### src/rtl/time_display_scan_if.sv
// time_display_scan_if: time fields, display controls and scan outputs of the display block
interface time_display_scan_if;
    logic [15:0] year;
    logic [5:0]  month;
    logic [10:0] day;
    logic [10:0] hour;
    logic [10:0] minute;
    logic [10:0] second;
    logic        mode;
    logic [7:0]  blink_mask;
    logic [7:0]  an;
    logic [6:0]  seg;
    logic        dp;
    logic        busy;
    logic        frame_start;
    modport master (
        output year, month, day, hour, minute, second, mode, blink_mask,
        input  an, seg, dp, busy, frame_start
    );
    modport slave (
        input  year, month, day, hour, minute, second, mode, blink_mask,
        output an, seg, dp, busy, frame_start
    );
endinterface

### src/rtl/time_display_scan.sv
// time_display_scan: snapshots time fields, converts them to BCD and scans an 8-digit 7-segment display
module time_display_scan #(
    parameter int DIV          = 16,
    parameter int BLINK_FRAMES = 32
) (
    input logic                clk,
    input logic                rst,
    time_display_scan_if.slave bus
);
    localparam int DW = $clog2(DIV);
    localparam int FW = (BLINK_FRAMES > 1) ? $clog2(BLINK_FRAMES) : 1;
    typedef enum logic [2:0] {IDLE, SNAP, LOAD, SHIFT, COMMIT} state_t;
    state_t        state, state_n;
    logic [DW-1:0] div_cnt;
    logic [2:0]    dig_idx;
    logic [FW-1:0] frame_cnt;
    logic          phase, pending, mode_s, fs_r, blank;
    logic [7:0]    an_r;
    logic [6:0]    seg_r, seg_on;
    logic [15:0]   snap [8];
    logic [15:0]   work [8];
    logic [3:0]    disp [8];
    logic [15:0]   sh, bcd, adj;
    logic [3:0]    bit_cnt, code;
    logic [2:0]    fld;

    function automatic logic [15:0] clamp(input logic [15:0] v, input logic [15:0] lim);
        return (v > lim) ? lim : v;
    endfunction

    assign bus.an          = an_r;
    assign bus.seg         = seg_r;
    assign bus.dp          = 1'b1;
    assign bus.busy        = (state != IDLE);
    assign bus.frame_start = fs_r;

    // Digit decode for the current slot and the add-3 step of double dabble
    always_comb begin
        code   = disp[dig_idx];
        blank  = (code == 4'd15) || (bus.blink_mask[dig_idx] && phase);
        seg_on = (code == 4'd0)  ? 7'h3F :
                 (code == 4'd1)  ? 7'h06 :
                 (code == 4'd2)  ? 7'h5B :
                 (code == 4'd3)  ? 7'h4F :
                 (code == 4'd4)  ? 7'h66 :
                 (code == 4'd5)  ? 7'h6D :
                 (code == 4'd6)  ? 7'h7D :
                 (code == 4'd7)  ? 7'h07 :
                 (code == 4'd8)  ? 7'h7F :
                 (code == 4'd9)  ? 7'h6F :
                 (code == 4'd10) ? 7'h40 : 7'h00;
        adj = bcd;
        for (int k = 0; k < 4; k++)
            adj[4*k +: 4] = (bcd[4*k +: 4] >= 4'd5) ? bcd[4*k +: 4] + 4'd3 : bcd[4*k +: 4];
    end

    // Digit scan timing, blink phase and registered display pins
    always_ff @(posedge clk or posedge rst) begin
        if (rst) begin
            div_cnt   <= '0;
            dig_idx   <= '0;
            fs_r      <= 1'b0;
            frame_cnt <= '0;
            phase     <= 1'b0;
            an_r      <= 8'hFF;
            seg_r     <= 7'h7F;
        end else begin
            div_cnt <= (div_cnt == DW'(DIV - 1)) ? '0 : div_cnt + 1'b1;
            if (div_cnt == DW'(DIV - 1))
                dig_idx <= dig_idx + 1'b1;
            fs_r <= (div_cnt == DW'(DIV - 1)) && (dig_idx == 3'd7);
            if (fs_r) begin
                frame_cnt <= (frame_cnt == FW'(BLINK_FRAMES - 1)) ? '0 : frame_cnt + 1'b1;
                if (frame_cnt == FW'(BLINK_FRAMES - 1))
                    phase <= ~phase;
            end
            an_r  <= ~(8'd1 << dig_idx);
            seg_r <= blank ? 7'h7F : ~seg_on;
        end
    end

    // Conversion FSM state register
    always_ff @(posedge clk or posedge rst) begin
        if (rst)
            state <= IDLE;
        else
            state <= state_n;
    end

    // Conversion FSM next state: one LOAD plus 16 SHIFTs per field, six fields
    always_comb begin
        state_n = state;
        case (state)
            IDLE:    state_n = (fs_r || pending) ? SNAP : IDLE;
            SNAP:    state_n = LOAD;
            LOAD:    state_n = SHIFT;
            SHIFT:   state_n = (bit_cnt != 4'd15) ? SHIFT : (fld == 3'd5) ? COMMIT : LOAD;
            COMMIT:  state_n = IDLE;
            default: state_n = IDLE;
        endcase
    end

    // Conversion datapath: snapshot, shift-and-add-3, working bank, display bank commit
    always_ff @(posedge clk or posedge rst) begin
        if (rst) begin
            pending <= 1'b1;
            mode_s  <= 1'b0;
            sh      <= '0;
            bcd     <= '0;
            bit_cnt <= '0;
            fld     <= '0;
            for (int k = 0; k < 8; k++) begin
                snap[k] <= '0;
                work[k] <= 16'hFFFF;
                disp[k] <= 4'hF;
            end
        end else begin
            pending <= (state == IDLE) ? 1'b0 : (pending | fs_r);
            case (state)
                SNAP: begin
                    snap[0] <= clamp(bus.year, 16'd9999);
                    snap[1] <= clamp({10'd0, bus.month}, 16'd99);
                    snap[2] <= clamp({5'd0, bus.day}, 16'd99);
                    snap[3] <= clamp({5'd0, bus.hour}, 16'd99);
                    snap[4] <= clamp({5'd0, bus.minute}, 16'd99);
                    snap[5] <= clamp({5'd0, bus.second}, 16'd99);
                    mode_s  <= bus.mode;
                    fld     <= '0;
                end
                LOAD: begin
                    sh      <= snap[fld];
                    bcd     <= '0;
                    bit_cnt <= '0;
                end
                SHIFT: begin
                    sh      <= sh << 1;
                    bcd     <= {adj[14:0], sh[15]};
                    bit_cnt <= bit_cnt + 1'b1;
                    if (bit_cnt == 4'd15) begin
                        work[fld] <= {adj[14:0], sh[15]};
                        fld       <= fld + 1'b1;
                    end
                end
                COMMIT: begin
                    disp[7] <= mode_s ? work[0][15:12] : work[3][7:4];
                    disp[6] <= mode_s ? work[0][11:8]  : work[3][3:0];
                    disp[5] <= mode_s ? work[0][7:4]   : 4'd10;
                    disp[4] <= mode_s ? work[0][3:0]   : work[4][7:4];
                    disp[3] <= mode_s ? work[1][7:4]   : work[4][3:0];
                    disp[2] <= mode_s ? work[1][3:0]   : 4'd10;
                    disp[1] <= mode_s ? work[2][7:4]   : work[5][7:4];
                    disp[0] <= mode_s ? work[2][3:0]   : work[5][3:0];
                end
                default: ;
            endcase
        end
    end
endmodule

### src/flat_wrapper.sv
// flat-port wrapper written by rule: the top's interface ports become plain ports
module time_display_scan_flat 
#(
    parameter int DIV          = 16,
    parameter int BLINK_FRAMES = 32
)
  (clk, rst, bus_year, bus_month, bus_day, bus_hour, bus_minute, bus_second, bus_mode, bus_blink_mask, bus_an, bus_seg, bus_dp, bus_busy, bus_frame_start);
  time_display_scan_if bus_i ();
  input logic clk;
  input logic rst;
  input wire logic [$bits(bus_i.year)-1:0] bus_year;
  input wire logic [$bits(bus_i.month)-1:0] bus_month;
  input wire logic [$bits(bus_i.day)-1:0] bus_day;
  input wire logic [$bits(bus_i.hour)-1:0] bus_hour;
  input wire logic [$bits(bus_i.minute)-1:0] bus_minute;
  input wire logic [$bits(bus_i.second)-1:0] bus_second;
  input wire logic [$bits(bus_i.mode)-1:0] bus_mode;
  input wire logic [$bits(bus_i.blink_mask)-1:0] bus_blink_mask;
  output wire logic [$bits(bus_i.an)-1:0] bus_an;
  output wire logic [$bits(bus_i.seg)-1:0] bus_seg;
  output wire logic [$bits(bus_i.dp)-1:0] bus_dp;
  output wire logic [$bits(bus_i.busy)-1:0] bus_busy;
  output wire logic [$bits(bus_i.frame_start)-1:0] bus_frame_start;
  assign bus_i.year = bus_year;
  assign bus_i.month = bus_month;
  assign bus_i.day = bus_day;
  assign bus_i.hour = bus_hour;
  assign bus_i.minute = bus_minute;
  assign bus_i.second = bus_second;
  assign bus_i.mode = bus_mode;
  assign bus_i.blink_mask = bus_blink_mask;
  assign bus_an = bus_i.an;
  assign bus_seg = bus_i.seg;
  assign bus_dp = bus_i.dp;
  assign bus_busy = bus_i.busy;
  assign bus_frame_start = bus_i.frame_start;
  time_display_scan #(.DIV(DIV), .BLINK_FRAMES(BLINK_FRAMES)) u_core (.clk(clk), .rst(rst), .bus(bus_i));
endmodule
### config.mk
export PLATFORM = sky130hd
export DESIGN_NAME = time_display_scan_flat
export DESIGN_NICKNAME = d
export VERILOG_FILES = /design/src/rtl/time_display_scan_if.sv /design/src/rtl/time_display_scan.sv /design/src/flat_wrapper.sv
export SDC_FILE = /design/constraint.sdc
export NUM_CORES = 1
export LEC_CHECK = 0
export BUFFER_PORTS_ARGS = -buffer_cell sky130_fd_sc_hd__buf_2
export CAP_MARGIN = 0
export CORE_AREA = 2 2 141 130
export CTS_CLUSTER_DIAMETER = 120
export DETAILED_ROUTE_END_ITERATION = 16
export DIE_AREA = 0 0 143 132
export PLACE_DENSITY = 0.84
export SKIP_LAST_GASP = 1
export SLEW_MARGIN = 20
export SYNTH_ARGS = -nofsm -noshare
export SYNTH_HDL_FRONTEND = slang
export SYNTH_SLANG_ARGS = --single-unit
### constraint.sdc
create_clock -name clk -period 11.58 [get_ports clk]
set_input_delay 1.737 -clock clk [delete_from_list [all_inputs] [get_ports clk]]
set_output_delay 1.737 -clock clk [all_outputs]
set_load 0.1 [all_outputs]
==> out/metrics.cfg, run 1 <==
[outcome]
status=completed

[sta]
maxSlewHeadroom_pct=34.2
rsz0062_at_grt=false
tightestPinTransition_ns=0.987
layout_setup_ws_ns=8.02
hold_violations=0
fin_worst_skew_ns=0.00906
finalMaxSlewViolations=0
min_period_ns=3.56
fmax_ghz=0.281
fin_crit_sh_pct=30.7
finalSetupViolCount=0
finalSetupTns_ns=0

[placement]
placed_area_um2=10900
port_buffers=93
hpwl_um=13800
pre_cts_slack_ns=7.96
placed_cells=1202
place_congestion=0.836

[die]
ios=95
fp.dieW_um=143
die-area_um2=18900
rows=46
initial_core_util_pct=59.2
design.core.area_um2=17300
die_h_um=132

[logic_synthesis]
synthMuxAreaShare_pct=11.5
async_reset_ff_share_pct=100
synthFlopType=dfrtp_1
ys_ff_latch=227
syn-cell-area_um2=10300
synth_seq_area_share_pct=56.7
synthDistinctLibCells=52
synth_edf_count=0
synth-simple-area-share_pct=11.6
synth_xor_area_share_pct=0.683
synth-compound-area-share_pct=13.8
yosys.area_share.adder_pct=2.44
avgSynthCellArea_um2=11.2
synthCells=913
synth_nets=1010
yosys_warnings=32
synth_top_family_by_area=compound AO/OA/AOI/OAI gates

[drt]
drc=0
first_pass_iters=5
postRouteAntennaNets=0
viasPerCell=5.82
drt-wirelength-per-cell_um=17.2
routed_wl_um=21400
drt_iter0_markers=578
vias=7239

[cells_and_area]
instances_no_fill=1244
stdcell_area_um2=11600
final_cell_mix=nand2_1 (143), dfrtp_1 (123), dfstp_2 (104), buf_2 (93), o21ai_0 (89)
syn_to_final_growth_pct=13.5
drive_above_1_share_pct=30.4
nNetsFinal=1085
nFillCells=1226
antenna_cells=0
mostFrequentLayoutCell=nand2_1

[worst_setup_path]
critPathRequiredTime_ns=9.84
r2r-end=u_core.work[122]
crit_slowest_cell=dfrtp_1
path_max_fanout=16
worstSetupStartpointType=register
crit_path_end=bus_busy
arrival_ns=1.82
cp_slowest_stage_delay_ns=0.56
crit_path_end_kind=output port
r2r-start=u_core.state[2]
critical_path_class=reg2out
rrSetupSlack_ns=8.58
crit_chain=or3_1, buf_2
critPathLaunch=u_core.state[0]
r2r_cells=4

[cts]
cts_tree=yes
cts_resized=0
cts_root_buf=clkbuf_16
clk_latency_ns=0.51
cts.reportedPaths.clkPinSlew_ns=0.06
cts_max_path_buffers=3
cts_buffers=24
post_cts_buffers=0
cts_sinks=227
cts_hold_buffers=0
cts_max_level=1

[global_route]
grt_max_degree=155
grt_util_all_layers_pct=23.3
grt_pass1_vias=7082
grt_overflow=0
grt_pass1_wl_um=35800
antenna_found_initial=0

[run]
cap_violations=0

[min_path]
worstHoldPathType=reg2reg

[power]
ir_drop_uv=117
power_density_nw_per_um2=134
leakage_nw=5.25

## sequential cells by signal, summed over array words and instances (netlist names)
register and cells:
u_core.disp 32, u_core.frame_cnt 5, u_core.pending 1, u_core.fld 3, u_core.bus.seg 7, u_core.state 3
u_core.sh 16, u_core.div_cnt 4, u_core.dig_idx 3, u_core.bcd 16, u_core.mode_s 1, u_core.work 56
u_core.snap 66, u_core.bus.frame_start 1, u_core.bus.an 8, u_core.phase 1, u_core.bit_cnt 4
## per-stage QoR
| stage | total power [mW] | hold WS, ns | utilization, % |
|---|---|---|---|
| after CTS | 1.57 | 0.459 | 67.1 |
| after floorplan | 0.823 | 0.431 | - |
| final | 1.56 | 0.458 | 67.2 |
| after global placement | 0.843 | 0.439 | 62.8 |
| after global routing | 1.61 | 0.477 | 67.2 |
| after detailed placement | 0.843 | 0.443 | 62.8 |
## synthesized netlist by cell type (2+ instances only)
master | count | area (µm²)
o21ai_1 | 2 | 10.0
clkbuf_1 | 39 | 146
o21a_1 | 4 | 30.0
ha_1 | 20 | 250
dfstp_2 | 104 | 2730
nand3_1 | 22 | 110
buf_4 | 2 | 15.0
or3_1 | 2 | 12.5
mux4_1 | 6 | 158
xnor2_1 | 6 | 52.6
o22ai_1 | 9 | 56.3
mux4_2 | 4 | 90.1
a21oi_1 | 23 | 115
nand4_1 | 2 | 12.5
buf_2 | 6 | 30.0
a21boi_1 | 2 | 15.0
xor2_1 | 2 | 17.5
mux2_2 | 47 | 529
and3_1 | 9 | 56.3
nor4_1 | 6 | 37.5
o221ai_1 | 6 | 52.6
o311ai_0 | 4 | 35.0
a31oi_1 | 7 | 43.8
o22a_1 | 23 | 201
and2_1 | 19 | 119
buf_1 | 4 | 15.0
o211ai_1 | 2 | 15.0
nor3_1 | 4 | 20.0
inv_1 | 26 | 97.6
nor2_1 | 30 | 113
a22oi_1 | 21 | 158
nand2b_1 | 9 | 56.3
or2_2 | 2 | 12.5
nand2_1 | 143 | 537
nor2b_1 | 2 | 12.5
o21ai_0 | 89 | 445
nor3b_1 | 6 | 45.0
mux2i_1 | 39 | 390
a22o_1 | 25 | 219
dfrtp_1 | 123 | 3080
## metal layers
layer | vias up | GRT usage [%] | part of all wire, %
met1 | 3618 | 33.4 | 45
met2 | 204 | 36.9 | 47
met5 | - | 0 | 0
met3 | 37 | 4.69 | 5.9
li1 | 3380 | - | -
met4 | 0 | 5.61 | 2.0
## worst min path at each step
stage | startpoint | to | slack (ns) | depth (start not counted)
after floorplan | u_core.disp[10] | u_core.disp[10] | 0.43 | 2
after global placement | u_core.disp[20] | u_core.disp[20] | 0.44 | 2
after detailed placement | u_core.disp[20] | u_core.disp[20] | 0.44 | 2
after CTS | u_core.work[113] | u_core.work[113] | 0.46 | 2
after global routing | u_core.disp[20] | u_core.disp[20] | 0.48 | 2
final | u_core.disp[10] | u_core.disp[10] | 0.46 | 2
## where the power goes
part / internal [mW] / switching [mW]
clock: 0.433 / 0.301
combinational: 0.0110 / 0.0230
sequential: 0.795 / 0
## critical path: cells and delay by family, from the launching register on
family                 cells  cell delay [ns]
and+or+nand+nor            1             0.44
buffers and inverters      1             0.31
DFF                        1             0.56
## logic make-up (layout without fill, tap and decap cells)
group / Yosys count / in the layout
compound gates: 219 / 219
xor+xnor: 8 / 8
fa+ha+maj: 20 / 20
buf+inv: 80 / 171
flops: 227 / 227
mux: 97 / 97
other cells: 1 / 1
simple gates: 261 / 261
## final cells by class
cell class                 instances  area (µm²)  area share (%)
clock inverter                     5        30.0           0.258
inverter                          27         114           0.978
multi-input combinational        606        4120            35.4
tap                              240         300            2.58
sequential                       227        5810            49.9
timing repair buffer             102         533            4.58
clock buffer                      37         731            6.28
Power figures use the tool's default switching activity.
==> inputs of run 2 (changes only) <==
CORE_AREA = 2 2 142 131   (was 2 2 141 130)
DIE_AREA = 0 0 144 133   (was 0 0 143 132)
PLACE_DENSITY = 0.83   (was 0.84)
clock period = 3.3 ns   (was 11.58 ns; I/O delays follow)
==> out/metrics.cfg, run 2 (synthesis results as in run 1) <==
[global_route]
met1_usage_pct=37.2
grt_overflow=0
gr-usage-met2_pct=39.2
grt_pass1_wl_um=38000
grt_use_met3_pct=3.29
grt_pass1_vias=7341
busiest_layer=met2
grt_util_all_layers_pct=24.9
grt_max_degree=57
antenna_found_initial=0

[sta]
finalSetupViolCount=0
min_period_ns=2.42
maxSlewHeadroom_pct=27.6
finalMaxSlewViolations=0
fin_worst_skew_ns=0.0112
layout_setup_ws_ns=0.882
tightestPinTransition_ns=1.08
rsz0062_at_grt=false
timing.hold.ws_ns=0.185
hold_violations=0
fmax_ghz=0.414
fin_crit_sh_pct=73.3

[cts]
cts.reportedPaths.clkPinSlew_ns=0.06
cts_max_path_buffers=3
cts_root_buf=clkbuf_16
cts_resized=0
cts_max_level=1
cts_sinks=227
cts_buffers=24
cts_tree=yes
clk_latency_ns=0.51

[outcome]
status=completed

[cells_and_area]
nNetsFinal=1097
top_register=u_core.snap
final_cell_mix=nand2_1 (143), dfrtp_1 (123), dfstp_2 (104), buf_2 (93), o21ai_0 (89)
antenna_cells=0
drive_above_1_share_pct=31.0
syn_to_final_growth_pct=14.9
reg_top3=u_core.snap: 66 flops, u_core.work: 56 flops, u_core.disp: 32 flops
nFillCells=1273
mostFrequentLayoutCell=nand2_1
largest_reg_flops=66
instances_no_fill=1263
finish.utilization_pct=66.1

[drt]
postRouteAntennaNets=0
viasPerCell=5.86
vias=7407
first_pass_iters=5
drt_iter0_markers=651
routed_wl_um=23000
drc=0
drt-wirelength-per-cell_um=18.2

[die]
ios=95
fp.dieW_um=144
die_h_um=133
rows=47
initial_core_util_pct=57.6
design.core.area_um2=17800
die-area_um2=19200

[run]
cap_violations=0

[worst_setup_path]
cp_slowest_stage_delay_ns=0.64
arrival_ns=2.83
crit_slowest_cell=dfrtp_1
crit_path_end_kind=register
crit_chain=nand4_1, nor2_1, nand3_1, o21ai_0
critical_path_class=reg2reg
worstSetupStartpointType=register
critPathRequiredTime_ns=3.71
path_max_fanout=20

[power]
power_density_nw_per_um2=468
p_total_mw=5.52
ir_drop_uv=376
leakage_nw=5.32

[placement]
port_buffers=93
place_congestion=0.849
pre_cts_slack_ns=0.962
placed_cells=1217
hpwl_um=15400

[min_path]
worstHoldPathType=in2reg

-- run 2: cell types whose count changed in the layout (fill, tap and decap cells not counted) --
| cell | previous run | this run |
|---|---|---|
| buf_4 | 9 | 16 |
| inv_4 | 1 | 0 |
| clkbuf_1 | 6 | 8 |
| clkinv_2 | 3 | 4 |
| clkinvlp_4 | 0 | 1 |
| clkinv_8 | 1 | 0 |
| dlygate4sd3_1 | 0 | 1 |
| buf_12 | 0 | 4 |
-- run 2: what timing repair did --
action,in CTS,in global routing
setup buffers,0,0
endpoints found under the hold margin,0,7
hold buffers,0,1
-- run 2: layout make-up --
class	count	area [µm²]	share of cell area, %
clock buffers	39	738	6.26
clock inverters	5	28.8	0.244
inverters	27	105	0.892
multi-input cells	606	4120	35.0
flip-flops and latches	227	5810	49.3
well taps	245	307	2.60
repair buffers	114	676	5.73
-- run 2: final timing paths --
path                                 start          endpoint  slack, ns  cells past startpoint
max                        u_core.state[0]  u_core.work[120]       0.88                      4
max in group asynchronous              rst   u_core.disp[14]       1.96                      5
min in group asynchronous              rst    u_core.bcd[14]       0.53                      3
min reg2reg                u_core.disp[20]   u_core.disp[20]       0.46                      2
min                               bus_mode     u_core.mode_s       0.18                      3
max reg2reg                u_core.state[0]  u_core.work[120]       0.88                      4
-- run 2: power by group --
part	switching (mW)	internal [mW]
clock network	1.06	1.53
logic	0.0873	0.0519
registers	0	2.79
-- run 2: layer usage --
metal  share of wire (%)  vias to the layer above
met1                  45                     3732
met5                   0                        -
met2                  48                      223
met4                 2.0                        0
li1                    -                     3417
met3                 5.1                       35
-- run 2: through the flow --
step           cell area (µm²)  setup TNS (ns)
5_1_grt                  11800               0
6_report                 11800               0
3_3_place_gp             11000               0
4_1_cts                  11800               0
3_5_place_dp             11000               0
2_1_floorplan            10300           -9.36
-- run 2: worst max-delay path, delay by kind of cell, from the launching register on --
| family | cells | cell delay, ns |
|---|---|---|
| AO/OA/AOI/OAI | 1 | 0.40 |
| AND/OR/NAND/NOR | 3 | 1.29 |
| flip-flops | 1 | 0.64 |
==> inputs of run 3 (changes only) <==
CORE_AREA = 2 2 149 136   (was 2 2 142 131)
DIE_AREA = 0 0 151 138   (was 0 0 144 133)
PLACE_DENSITY = 0.81   (was 0.83)
clock period = 2 ns   (was 3.3 ns; I/O delays follow)
==> out/metrics.cfg, run 3 (synthesis results as in run 1) <==
[sta]
hold_violations=0
fin_crit_sh_pct=97.2
rsz0062_at_grt=true
fin_worst_skew_ns=0.0123
finalMaxSlewViolations=0
maxSlewHeadroom_pct=57.0
tightestPinTransition_ns=0.639
fmax_ghz=0.514
timing.hold.ws_ns=0.0107
min_period_ns=1.94
finalSetupViolCount=0

[cells_and_area]
mostFrequentLayoutCell=nand2_1
stdcell_area_um2=12200
drive_above_1_share_pct=33.4
top_register=u_core.snap
reg_top3=u_core.snap: 66 flops, u_core.work: 56 flops, u_core.disp: 32 flops
finish.utilization_pct=62.6
nNetsFinal=1144
syn_to_final_growth_pct=19.0
largest_reg_flops=66
antenna_cells=0
final_cell_mix=nand2_1 (143), dfrtp_1 (122), dfstp_2 (104), buf_2 (93), o21ai_0 (89)

[cts]
cts_buffers=23
cts.reportedPaths.clkPinSlew_ns=0.06
cts_sinks=227
cts_root_buf=clkbuf_16
clk_latency_ns=0.51
cts_tree=yes
cts_max_path_buffers=3
cts_max_level=1

[global_route]
grt_overflow=0
antenna_found_initial=0
grt_util_all_layers_pct=22.4
grt_pass1_vias=7623
grt_pass1_wl_um=38000
grt_max_degree=112

[drt]
drt_iter0_markers=587
drc=0
routed_wl_um=23100
viasPerCell=5.66
vias=7466
drt-wirelength-per-cell_um=17.5
postRouteAntennaNets=0
first_pass_iters=5

[power]
p_sw_mw=1.85
p_clk_share_pct=45.5
power_frac_seq_pct=51.9
ir_drop_uv=562
switching_share_pct=20.9
power_density_nw_per_um2=727
p_int_mw=7.02
leakage_nw=5.53
combPwrFrac_pct=2.6

[die]
initial_core_util_pct=52.6
die_h_um=138
rows=49
fp.dieW_um=151
design.core.area_um2=19500
ios=95
die-area_um2=20800

[worst_setup_path]
critical_path_class=reg2reg
crit_path_end_kind=register
path_max_fanout=8
rrSetupSlack_ns=0.06
critPathRequiredTime_ns=2.42
r2r_cells=5
arrival_ns=2.37
r2r-start=u_core.dig_idx[0]
r2r-end=u_core.bus.seg[6]
worstSetupStartpointType=register

[min_path]
worstHoldPathType=in2reg
hold_path_startpoint=bus_month[1]
whs_endpoint=u_core.snap[97]
whs_path_depth=3

[run]
cap_violations=0

[outcome]
status=completed

[placement]
hpwl_um=15800
port_buffers=93
place_congestion=0.852
placed_area_um2=11300

## run 3: changes by cell type in the layout (fill, tap and decap cells not counted), sizes merged
cell | before | now
inv | 26 | 28
buf | 113 | 148
mux2 | 48 | 49
dlygate4sd3 | 1 | 13
clkinv | 5 | 1
## run 3: worst max-delay path, stage by stage, from the launching register on
cell      delay [ns]
dfrtp_2         0.42
buf_12          0.14
mux4_1          0.54
mux2_2          0.36
a22oi_2         0.24
o221ai_1        0.16
## run 3: power by group through the flow
stage | Sequential, mW | Combinational, mW | Clock (mW)
floorplan | 4.68 | 0.0901 | 0
global placement | 4.68 | 0.209 | 0
detailed placement | 4.68 | 0.213 | 0
CTS | 4.60 | 0.233 | 4.11
global route | 4.60 | 0.257 | 4.31
finish | 4.60 | 0.227 | 4.04
## run 3: timing repair
item,CTS,global route
buffers inserted,0,6
gates cloned,0,2
hold buffers,13,0
pin swaps,0,2
hold endpoints to repair,24,0
endpoints found under the setup margin,3,43
resized for setup,5,11
## run 3: cell type report
class                      instances  area, µm²
timing repair buffer             161       1090
fill                            1484       7290
multi-input combinational        607       4170
clock inverter                     3       20.0
sequential                       227       5810
clock buffer                      39        686
inverter                          27        105
tap                              255        319
## run 3: routing by layer
layer	GRT usage, %	part of all wire [%]
met3	3.96	5.0
met2	35.6	48
met5	0	0
met4	6.15	2.5
met1	31.8	45
## run 3: metrics by stage
stage | TNS (ns) | total power [mW] | cells | setup slack [ns]
final | 0 | 8.87 | 1319 | 0.0550
after global routing | -0.0755 | 9.17 | 1319 | -0.0282
after CTS | -0.00378 | 8.95 | 1311 | -0.00378
after detailed placement | 0 | 4.89 | 1256 | 0.00953
after global placement | 0 | 4.89 | 1256 | 0.0788
after floorplan | -190.63 | 4.77 | 913 | -1.18
## run 3: worst max-delay path by stage
stage	end	cells after the start	startpoint
global placement	u_core.bus.seg[1]	6	u_core.dig_idx[0]
finish	u_core.bus.seg[6]	5	u_core.dig_idx[0]
CTS	bus_busy	3	u_core.state[0]
floorplan	u_core.bcd[0]	1	rst
detailed placement	u_core.bus.seg[3]	6	u_core.dig_idx[0]
global route	u_core.work[36]	6	u_core.bit_cnt[0]
